`config.mk`:
```
export PLATFORM = sky130hd
export DESIGN_NAME = secded_pipe_decoder_flat
export DESIGN_NICKNAME = d
export VERILOG_FILES = /design/src/rtl/secded_pkg.sv /design/src/rtl/secded_pipe_decoder_if.sv /design/src/rtl/secded_core.sv /design/src/rtl/secded_pipe_decoder.sv /design/src/flat_wrapper.sv
export SDC_FILE = /design/constraint.sdc
export NUM_CORES = 1
export LEC_CHECK = 0
export CAP_MARGIN = 40
export CORE_ASPECT_RATIO = 0.7
export CORE_UTILIZATION = 45
export CTS_CLUSTER_DIAMETER = 150
export CTS_CLUSTER_SIZE = 16
export DETAILED_ROUTE_END_ITERATION = 10
export GPL_TIMING_DRIVEN = 0
export PLACE_DENSITY = 0.7
export SLEW_MARGIN = 20
export SYNTH_ARGS = -nofsm -noshare
export SYNTH_HDL_FRONTEND = slang
export SYNTH_SLANG_ARGS = --single-unit
```
`constraint.sdc`:
```
create_clock -name clk -period 8.87 [get_ports clk]
set_clock_uncertainty 0.2 [all_clocks]
set_input_delay 0.887 -clock clk [delete_from_list [all_inputs] [get_ports clk]]
set_output_delay 0.887 -clock clk [all_outputs]
set_load 0.02 [all_outputs]
```
`src/rtl/secded_pkg.sv`:
```
// Shared types and elaboration-time helpers for the SECDED pipelined decoder.
// The codeword puts check bit k at position 2^(k-1) and packs data into the remaining positions.
package secded_pkg;

    typedef enum logic [1:0] {
        ERR_NONE   = 2'b00,
        ERR_CORR   = 2'b01,
        ERR_UNCORR = 2'b10
    } err_t;

    // Hamming bits plus one overall parity bit for each legal data width.
    function automatic int ecc_w(input int dw);
        int w;
        case (dw)
            8:       w = 5;
            16:      w = 6;
            32:      w = 7;
            default: w = 8;
        endcase
        return w;
    endfunction

    // Codeword position of data bit idx: the idx-th position that is not a power of two.
    function automatic int data_pos(input int idx);
        int cnt;
        int pos;
        cnt = 0;
        pos = 0;
        for (int p = 3; p < 256; p++) begin
            if ((p & (p - 1)) != 0) begin
                if ((cnt == idx) && (pos == 0)) begin
                    pos = p;
                end
                cnt++;
            end
        end
        return pos;
    endfunction

endpackage

```
`src/rtl/secded_pipe_decoder_if.sv`:
```
// Beat stream into and out of the SECDED decoder; master drives beats in and accepts results.
interface secded_pipe_decoder_if
    import secded_pkg::*;
#(
    parameter int DATA_W = 64,
    parameter int TAG_W  = 4
);
    localparam int ECC_W = ecc_w(DATA_W);

    logic              in_valid;
    logic              in_ready;
    logic [DATA_W-1:0] in_data;
    logic [ECC_W-1:0]  in_ecc;
    logic [TAG_W-1:0]  in_tag;
    logic              corr_en;
    logic              out_valid;
    logic              out_ready;
    logic [DATA_W-1:0] out_data;
    logic [TAG_W-1:0]  out_tag;
    logic [1:0]        out_err;
    logic [ECC_W-2:0]  out_syn;

    modport master (
        output in_valid, in_data, in_ecc, in_tag, corr_en, out_ready,
        input  in_ready, out_valid, out_data, out_tag, out_err, out_syn
    );

    modport slave (
        input  in_valid, in_data, in_ecc, in_tag, corr_en, out_ready,
        output in_ready, out_valid, out_data, out_tag, out_err, out_syn
    );
endinterface

```
`src/rtl/secded_core.sv`:
```
// Combinational SECDED check: syndrome, parity mismatch, classification and optional single-bit repair.
module secded_core
    import secded_pkg::*;
#(
    parameter  int DATA_W  = 64,
    localparam int ECC_W   = ecc_w(DATA_W),
    localparam int SYN_W   = ECC_W - 1,
    localparam int MAX_POS = DATA_W + SYN_W
) (
    input  logic [DATA_W-1:0] data_i,
    input  logic [ECC_W-1:0]  ecc_i,
    input  logic              corr_en_i,
    output logic [DATA_W-1:0] data_o,
    output err_t              err_o,
    output logic [SYN_W-1:0]  syn_o
);
    logic [SYN_W-1:0][DATA_W-1:0] cover_s;
    logic [SYN_W-1:0]             hbits_s;
    logic [SYN_W-1:0]             syn_s;
    logic [DATA_W-1:0]            hit_s;
    logic                         pm_s;

    // Each data bit feeds the Hamming bits selected by its codeword position.
    for (genvar i = 0; i < DATA_W; i++) begin : g_bit
        localparam int POS = data_pos(i);
        for (genvar k = 0; k < SYN_W; k++) begin : g_chk
            assign cover_s[k][i] = POS[k] & data_i[i];
        end
        assign hit_s[i] = (syn_s == SYN_W'(POS));
    end

    for (genvar k = 0; k < SYN_W; k++) begin : g_hbit
        assign hbits_s[k] = ^cover_s[k];
    end

    assign syn_s = hbits_s ^ ecc_i[ECC_W-1:1];
    assign pm_s  = (^data_i) ^ (^ecc_i);
    assign syn_o = syn_s;

    // Classify the beat; a data-position hit is repaired only when correction is enabled.
    always_comb begin
        data_o = data_i;
        err_o  = ERR_NONE;
        if (syn_s == '0) begin
            err_o = pm_s ? ERR_CORR : ERR_NONE;
        end else if (!pm_s) begin
            err_o = ERR_UNCORR;
        end else if (syn_s > SYN_W'(MAX_POS)) begin
            err_o = ERR_UNCORR;
        end else begin
            err_o = ERR_CORR;
            if (corr_en_i) begin
                data_o = data_i ^ hit_s;
            end else begin
                data_o = data_i;
            end
        end
    end
endmodule

```
`src/rtl/secded_pipe_decoder.sv`:
```
// Two-stage valid/ready SECDED decoder with saturating error counters, first-error log and DED interrupt.
// S1 captures raw beats, S2 holds the decoded result driving the output side of the bus.
module secded_pipe_decoder
    import secded_pkg::*;
#(
    parameter  int DATA_W = 64,
    parameter  int TAG_W  = 4,
    parameter  int CNT_W  = 16,
    localparam int ECC_W  = ecc_w(DATA_W),
    localparam int SYN_W  = ECC_W - 1
) (
    input  logic                  clk,
    input  logic                  rst,
    secded_pipe_decoder_if.slave  bus,
    input  logic                  clr_cnt_i,
    input  logic                  clr_log_i,
    output logic [CNT_W-1:0]      corr_cnt_o,
    output logic [CNT_W-1:0]      uncorr_cnt_o,
    output logic                  log_valid_o,
    output logic [1:0]            log_err_o,
    output logic [SYN_W-1:0]      log_syn_o,
    output logic [TAG_W-1:0]      log_tag_o,
    output logic                  ded_irq_o
);
    logic              s1_valid_q, s1_valid_d;
    logic [DATA_W-1:0] s1_data_q, s1_data_d;
    logic [ECC_W-1:0]  s1_ecc_q, s1_ecc_d;
    logic [TAG_W-1:0]  s1_tag_q, s1_tag_d;
    logic              s1_corr_en_q, s1_corr_en_d;
    logic              s2_valid_q, s2_valid_d;
    logic [DATA_W-1:0] s2_data_q, s2_data_d;
    logic [TAG_W-1:0]  s2_tag_q, s2_tag_d;
    err_t              s2_err_q, s2_err_d;
    logic [SYN_W-1:0]  s2_syn_q, s2_syn_d;
    logic [CNT_W-1:0]  corr_cnt_q, corr_cnt_d;
    logic [CNT_W-1:0]  uncorr_cnt_q, uncorr_cnt_d;
    logic              log_valid_q, log_valid_d;
    err_t              log_err_q, log_err_d;
    logic [SYN_W-1:0]  log_syn_q, log_syn_d;
    logic [TAG_W-1:0]  log_tag_q, log_tag_d;
    logic              ded_irq_q, ded_irq_d;

    logic              s2_adv_s;
    logic              ready_s;
    logic              xfer_s;
    logic [DATA_W-1:0] core_data_s;
    err_t              core_err_s;
    logic [SYN_W-1:0]  core_syn_s;

    secded_core #(.DATA_W(DATA_W)) u_core (
        .data_i    (s1_data_q),
        .ecc_i     (s1_ecc_q),
        .corr_en_i (s1_corr_en_q),
        .data_o    (core_data_s),
        .err_o     (core_err_s),
        .syn_o     (core_syn_s)
    );

    assign s2_adv_s = !s2_valid_q || bus.out_ready;
    assign ready_s  = !s1_valid_q || s2_adv_s;
    assign xfer_s   = s2_valid_q && bus.out_ready;

    // Next state for the pipeline stages, counters, log and interrupt.
    always_comb begin
        s1_valid_d   = s1_valid_q;
        s1_data_d    = s1_data_q;
        s1_ecc_d     = s1_ecc_q;
        s1_tag_d     = s1_tag_q;
        s1_corr_en_d = s1_corr_en_q;
        if (ready_s) begin
            s1_valid_d = bus.in_valid;
            if (bus.in_valid) begin
                s1_data_d    = bus.in_data;
                s1_ecc_d     = bus.in_ecc;
                s1_tag_d     = bus.in_tag;
                s1_corr_en_d = bus.corr_en;
            end else begin
                s1_data_d = s1_data_q;
            end
        end else begin
            s1_valid_d = s1_valid_q;
        end

        s2_valid_d = s2_valid_q;
        s2_data_d  = s2_data_q;
        s2_tag_d   = s2_tag_q;
        s2_err_d   = s2_err_q;
        s2_syn_d   = s2_syn_q;
        if (s2_adv_s) begin
            s2_valid_d = s1_valid_q;
            if (s1_valid_q) begin
                s2_data_d = core_data_s;
                s2_tag_d  = s1_tag_q;
                s2_err_d  = core_err_s;
                s2_syn_d  = core_syn_s;
            end else begin
                s2_data_d = s2_data_q;
            end
        end else begin
            s2_valid_d = s2_valid_q;
        end

        corr_cnt_d   = corr_cnt_q;
        uncorr_cnt_d = uncorr_cnt_q;
        if (clr_cnt_i) begin
            corr_cnt_d   = '0;
            uncorr_cnt_d = '0;
        end else if (xfer_s) begin
            if ((s2_err_q == ERR_CORR) && (corr_cnt_q != {CNT_W{1'b1}})) begin
                corr_cnt_d = corr_cnt_q + {{(CNT_W-1){1'b0}}, 1'b1};
            end else begin
                corr_cnt_d = corr_cnt_q;
            end
            if ((s2_err_q == ERR_UNCORR) && (uncorr_cnt_q != {CNT_W{1'b1}})) begin
                uncorr_cnt_d = uncorr_cnt_q + {{(CNT_W-1){1'b0}}, 1'b1};
            end else begin
                uncorr_cnt_d = uncorr_cnt_q;
            end
        end else begin
            corr_cnt_d = corr_cnt_q;
        end

        // A coinciding clear still lets the new error in, so the log stays valid.
        log_valid_d = log_valid_q;
        log_err_d   = log_err_q;
        log_syn_d   = log_syn_q;
        log_tag_d   = log_tag_q;
        if (xfer_s && (s2_err_q != ERR_NONE) && (!log_valid_q || clr_log_i)) begin
            log_valid_d = 1'b1;
            log_err_d   = s2_err_q;
            log_syn_d   = s2_syn_q;
            log_tag_d   = s2_tag_q;
        end else if (clr_log_i) begin
            log_valid_d = 1'b0;
        end else begin
            log_valid_d = log_valid_q;
        end

        ded_irq_d = xfer_s && (s2_err_q == ERR_UNCORR);
    end

    // State registers, all cleared asynchronously by rst.
    always_ff @(posedge clk or posedge rst) begin
        if (rst) begin
            s1_valid_q   <= 1'b0;
            s1_data_q    <= '0;
            s1_ecc_q     <= '0;
            s1_tag_q     <= '0;
            s1_corr_en_q <= 1'b0;
            s2_valid_q   <= 1'b0;
            s2_data_q    <= '0;
            s2_tag_q     <= '0;
            s2_err_q     <= ERR_NONE;
            s2_syn_q     <= '0;
            corr_cnt_q   <= '0;
            uncorr_cnt_q <= '0;
            log_valid_q  <= 1'b0;
            log_err_q    <= ERR_NONE;
            log_syn_q    <= '0;
            log_tag_q    <= '0;
            ded_irq_q    <= 1'b0;
        end else begin
            s1_valid_q   <= s1_valid_d;
            s1_data_q    <= s1_data_d;
            s1_ecc_q     <= s1_ecc_d;
            s1_tag_q     <= s1_tag_d;
            s1_corr_en_q <= s1_corr_en_d;
            s2_valid_q   <= s2_valid_d;
            s2_data_q    <= s2_data_d;
            s2_tag_q     <= s2_tag_d;
            s2_err_q     <= s2_err_d;
            s2_syn_q     <= s2_syn_d;
            corr_cnt_q   <= corr_cnt_d;
            uncorr_cnt_q <= uncorr_cnt_d;
            log_valid_q  <= log_valid_d;
            log_err_q    <= log_err_d;
            log_syn_q    <= log_syn_d;
            log_tag_q    <= log_tag_d;
            ded_irq_q    <= ded_irq_d;
        end
    end

    assign bus.in_ready  = ready_s && !rst;
    assign bus.out_valid = s2_valid_q;
    assign bus.out_data  = s2_data_q;
    assign bus.out_tag   = s2_tag_q;
    assign bus.out_err   = s2_err_q;
    assign bus.out_syn   = s2_syn_q;
    assign corr_cnt_o    = corr_cnt_q;
    assign uncorr_cnt_o  = uncorr_cnt_q;
    assign log_valid_o   = log_valid_q;
    assign log_err_o     = log_err_q;
    assign log_syn_o     = log_syn_q;
    assign log_tag_o     = log_tag_q;
    assign ded_irq_o     = ded_irq_q;
endmodule

```
`src/flat_wrapper.sv`:
```
// flat-port wrapper written by rule: the top's interface ports become plain ports
module secded_pipe_decoder_flat import secded_pkg::*;
#(
    parameter  int DATA_W = 64,
    parameter  int TAG_W  = 4,
    parameter  int CNT_W  = 16,
    localparam int ECC_W  = ecc_w(DATA_W),
    localparam int SYN_W  = ECC_W - 1
)
  (clk, rst, clr_cnt_i, clr_log_i, corr_cnt_o, uncorr_cnt_o, log_valid_o, log_err_o, log_syn_o, log_tag_o, ded_irq_o, bus_in_valid, bus_in_data, bus_in_ecc, bus_in_tag, bus_corr_en, bus_out_ready, bus_in_ready, bus_out_valid, bus_out_data, bus_out_tag, bus_out_err, bus_out_syn);
  secded_pipe_decoder_if #(.DATA_W(DATA_W), .TAG_W(TAG_W)) bus_i ();
  input  logic clk;
  input  logic rst;
  input  logic clr_cnt_i;
  input  logic clr_log_i;
  output logic [CNT_W-1:0] corr_cnt_o;
  output logic [CNT_W-1:0] uncorr_cnt_o;
  output logic log_valid_o;
  output logic [1:0] log_err_o;
  output logic [SYN_W-1:0] log_syn_o;
  output logic [TAG_W-1:0] log_tag_o;
  output logic ded_irq_o;
  input wire logic [$bits(bus_i.in_valid)-1:0] bus_in_valid;
  input wire logic [$bits(bus_i.in_data)-1:0] bus_in_data;
  input wire logic [$bits(bus_i.in_ecc)-1:0] bus_in_ecc;
  input wire logic [$bits(bus_i.in_tag)-1:0] bus_in_tag;
  input wire logic [$bits(bus_i.corr_en)-1:0] bus_corr_en;
  input wire logic [$bits(bus_i.out_ready)-1:0] bus_out_ready;
  output wire logic [$bits(bus_i.in_ready)-1:0] bus_in_ready;
  output wire logic [$bits(bus_i.out_valid)-1:0] bus_out_valid;
  output wire logic [$bits(bus_i.out_data)-1:0] bus_out_data;
  output wire logic [$bits(bus_i.out_tag)-1:0] bus_out_tag;
  output wire logic [$bits(bus_i.out_err)-1:0] bus_out_err;
  output wire logic [$bits(bus_i.out_syn)-1:0] bus_out_syn;
  assign bus_i.in_valid = bus_in_valid;
  assign bus_i.in_data = bus_in_data;
  assign bus_i.in_ecc = bus_in_ecc;
  assign bus_i.in_tag = bus_in_tag;
  assign bus_i.corr_en = bus_corr_en;
  assign bus_i.out_ready = bus_out_ready;
  assign bus_in_ready = bus_i.in_ready;
  assign bus_out_valid = bus_i.out_valid;
  assign bus_out_data = bus_i.out_data;
  assign bus_out_tag = bus_i.out_tag;
  assign bus_out_err = bus_i.out_err;
  assign bus_out_syn = bus_i.out_syn;
  secded_pipe_decoder #(.DATA_W(DATA_W), .TAG_W(TAG_W), .CNT_W(CNT_W)) u_core (.clk(clk), .rst(rst), .bus(bus_i), .clr_cnt_i(clr_cnt_i), .clr_log_i(clr_log_i), .corr_cnt_o(corr_cnt_o), .uncorr_cnt_o(uncorr_cnt_o), .log_valid_o(log_valid_o), .log_err_o(log_err_o), .log_syn_o(log_syn_o), .log_tag_o(log_tag_o), .ded_irq_o(ded_irq_o));
endmodule
```
==> flow_summary_export.csv <==
group,metric,value,unit
timing,hold_viol,0,
cells_and_area,final_nets,1311,
floorplanning,die_x,191,um
min_path,hp-class,"reg -> reg",
floorplanning,row_count,48,
setup_path,cp-end-kind,"flip-flop",
timing,fmax,251,MHz
detailed_routing,drt-vias-per-instance,5.82,
cells_and_area,final_cell_area,0.0143,mm^2
grt,grt_max_degree,75,
timing,timing.final.crit_share,44.9,%
yosys,ys_top_cells_by_count,"dfrtp_1, nor2_1, mux2_2",
run,cap_violations,0,
yosys,syn_inst,992,
cts,insertion_delay,490,ps
place,place_area,0.0138,mm^2
setup_path,crit_type,"reg -> reg",
setup_path,crit_path_top_delay_cell,"xor3_2",
floorplanning,fp.dieH,134,um
detailed_routing,wl,33700,um
timing,setup_viol,0,
cells_and_area,regArea,0.00508,mm^2
detailed_routing,drtAntennaViolNets,0,
cells_and_area,stdcell_count,1551,
detailed_routing,route.detailed.drc,0,
cts,cts_hold_buf,0,
setup_path,path_delay_family,"XOR/XNOR gates",
cts,cts_root_buf,"clkbuf_16",
cts,cts-resized-gates,0,
yosys,synth_ff_type,"dfrtp_1",
detailed_routing,vias,9030,
cts,clk_pin_slew,70,ps
min_path,hp-start,"u_core.s1_tag_q[1]$_DFFE_PP0P_",
place,numPortBuffers,208,
cells_and_area,diodes,0,
grt,grt_pass1_vias,8450,
timing,post-route-min-period,3980,ps
timing,slew-limit-headroom,45.4,%
cts,clock_path_buffers,3,
setup_path,rr_endpoint,"u_core.bus.out_data[20]$_DFFE_PP0P_",
cts,cts_max_level,1,
yosys,syn-cell-area,0.0113,mm^2
grt,grt_pass1_wl,51300,um
yosys,yosysUniqueCellTypes,54,
cells_and_area,drive_above_1_share,13.2,%
cts,cts_num_sinks,203,
yosys,ys_warn_count,0,
floorplanning,core-area,0.0246,mm^2
yosys,synth_nets,1077,
setup_path,reg2reg_depth,7,
detailed_routing,drt_iter0_drc,876,
setup_path,reg2reg_setup_slack,4890,ps
status,status,"finished, final reports clean",
yosys,synth.avg_cell_area,11.3,um^2
yosys,yosysMostFrequentCell,"dfrtp_1",
setup_path,worstPathRequired,9070,ps
timing,final-max-slew-violation-count,0,
setup_path,start_kind,"flip-flop",
yosys,synth.top_cell.area_share,45.1,%
yosys,yosys-top-cells-area,"dfrtp_1, mux2_2, xnor2_1, xnor3_1, nor2_1",
setup_path,critPathBufInv,0,
setup_path,r2r-start,"u_core.s1_data_q[10]$_DFFE_PP0P_",
place,gp_congestion,0.895,
grt,antenna_found_initial,0,
setup_path,worst-endpoint-arrival,4190,ps
detailed_routing,firstDrtPassIters,6,
floorplanning,die_area,0.0257,mm^2
place,dp.final_hpwl,25300,um
floorplanning,start_util,45.7,%
cts,cts_setup_buffers,0,
setup_path,crit_chain,"xnor3_1, xor2_2, xnor3_2, xor3_2, nand4_1, or4_1, a31oi_1",
cells_and_area,n_fill_cell,2124,
detailed_routing,routedWlPerCell,21.7,um
floorplanning,io_pins,209,
yosys,synth-edff-count,0,
min_path,holdPathStages,2,
grt,track_usage,26.3,%
timing,rsz0062_at_grt,"no",
min_path,whs_endpoint,"u_core.bus.out_tag[1]$_DFFE_PP0P_",
yosys,synthArstFlopShare,100,%
cells_and_area,area_growth,26.9,%
timing,tightest_slew,812,ps
yosys,yosysSeqAreaShare,45.1,%
yosys,yosys_register_bits,203,
cells_and_area,multi_input_comb_area,0.00588,mm^2
grt,overflow,0,
setup_path,crit_fanout,9,
cts,cts_tree,"done",
yosys,yosysTopAreaCell,"dfrtp_1",
cts,cts_buffers,16,
place,placed_cells,1530,
setup_path,max_stage_delay,700,ps
## cell type report
class                   instances  share of cell area, %
clock buffers                  17                   2.98
inverters                       7                  0.236
plain buffers                  58                   1.93
flip-flops and latches        203                   35.6
repair buffers                216                   15.3
multi-input cells             724                   41.1
well taps                     325                   2.85
clock inverters                 1                 0.0525
## worst reg2reg max path: cells and delay by family, from the launching register on
kind | cells | cell delay (ps)
flops | 1 | 540
simple gates | 2 | 1050
xor+xnor | 4 | 1930
compound gates | 1 | 180
## per-layer routing
metal | part of all wire [%] | GRT usage [%]
met5 | 0 | 0
met4 | 1.9 | 5.87
met3 | 9.1 | 4.76
met2 | 41 | 36.1
met1 | 48 | 42.3
## cells in the final DEF (no fill, tap or decap), drive strengths merged, types with 3 or more instances in the layout
master / Yosys / final
o31ai: 31 / 31
o21bai: 7 / 7
and3: 3 / 3
or4: 29 / 29
o31a: 4 / 4
and4: 8 / 8
a21o: 24 / 24
nor4: 9 / 9
nand4: 40 / 40
clkbuf: 38 / 56
nand3: 42 / 42
xor3: 7 / 7
buf: 20 / 27
nand2: 80 / 80
nand4b: 8 / 8
a2bb2oi: 31 / 31
mux2: 89 / 89
o21ai: 10 / 10
nand2b: 9 / 9
nor2b: 3 / 3
xnor3: 32 / 32
a31oi: 33 / 33
nor2: 98 / 98
xor2: 37 / 37
inv: 7 / 7
clkdlybuf4s50: 0 / 208
dfrtp: 203 / 203
xnor2: 68 / 68
a21oi: 4 / 4
## per-stage QoR
stage	setup WS, ps	setup TNS, ps	hold slack, ps	util (%)
after global placement	-596	-116590	244	55.8
after detailed placement	5010	0	251	56.2
after global routing	4760	0	272	58.0
final	4890	0	263	58.0
after floorplan	2240	0	233	-
after CTS	4980	0	267	57.9
## flip-flops by register name, indices dropped and copies added (netlist names)
register,cells
u_core.ded_irq_o,1
u_core.log_err_o,2
u_core.s1_corr_en_q,1
u_core.bus.out_data,64
u_core.log_syn_o,7
u_core.bus.out_err,2
u_core.bus.out_valid,1
u_core.s1_tag_q,4
u_core.log_valid_o,1
u_core.bus.out_syn,7
u_core.log_tag_o,4
u_core.corr_cnt_o,16
u_core.uncorr_cnt_o,16
u_core.bus.out_tag,4
u_core.s1_valid_q,1
u_core.s1_ecc_q,8
u_core.s1_data_q,64
## how the worst max path moves through the flow
stage / start / end / slack, ps / cells after the start
after floorplan: rst / u_core.bus.out_data[0]$_DFFE_PP0P_ / 2240 / 1
after global placement: rst / u_core.s1_data_q[26]$_DFFE_PP0P_ / -600 / 2
after detailed placement: u_core.s1_data_q[10]$_DFFE_PP0P_ / u_core.bus.out_data[35]$_DFFE_PP0P_ / 5010 / 7
after CTS: u_core.s1_data_q[10]$_DFFE_PP0P_ / u_core.bus.out_data[41]$_DFFE_PP0P_ / 4980 / 8
after global routing: u_core.s1_data_q[10]$_DFFE_PP0P_ / u_core.bus.out_data[20]$_DFFE_PP0P_ / 4760 / 7
final: u_core.s1_data_q[10]$_DFFE_PP0P_ / u_core.bus.out_data[20]$_DFFE_PP0P_ / 4890 / 7
## logic make-up (layout without fill, tap and decap cells)
| group | Yosys count | count (layout) | synth area share, % |
|---|---|---|---|
| fa+ha+maj | 2 | 2 | 0.222 |
| xor+xnor | 144 | 144 | 16.5 |
| flops | 203 | 203 | 45.1 |
| mux | 91 | 91 | 9.08 |
| compound gates | 147 | 147 | 9.54 |
| buf+inv | 65 | 299 | 2.68 |
| simple gates | 340 | 340 | 16.9 |
Power is left out: the tool's default activity adds up to more than one toggle a clock period on the data nets, which glitch-free logic cannot reach.
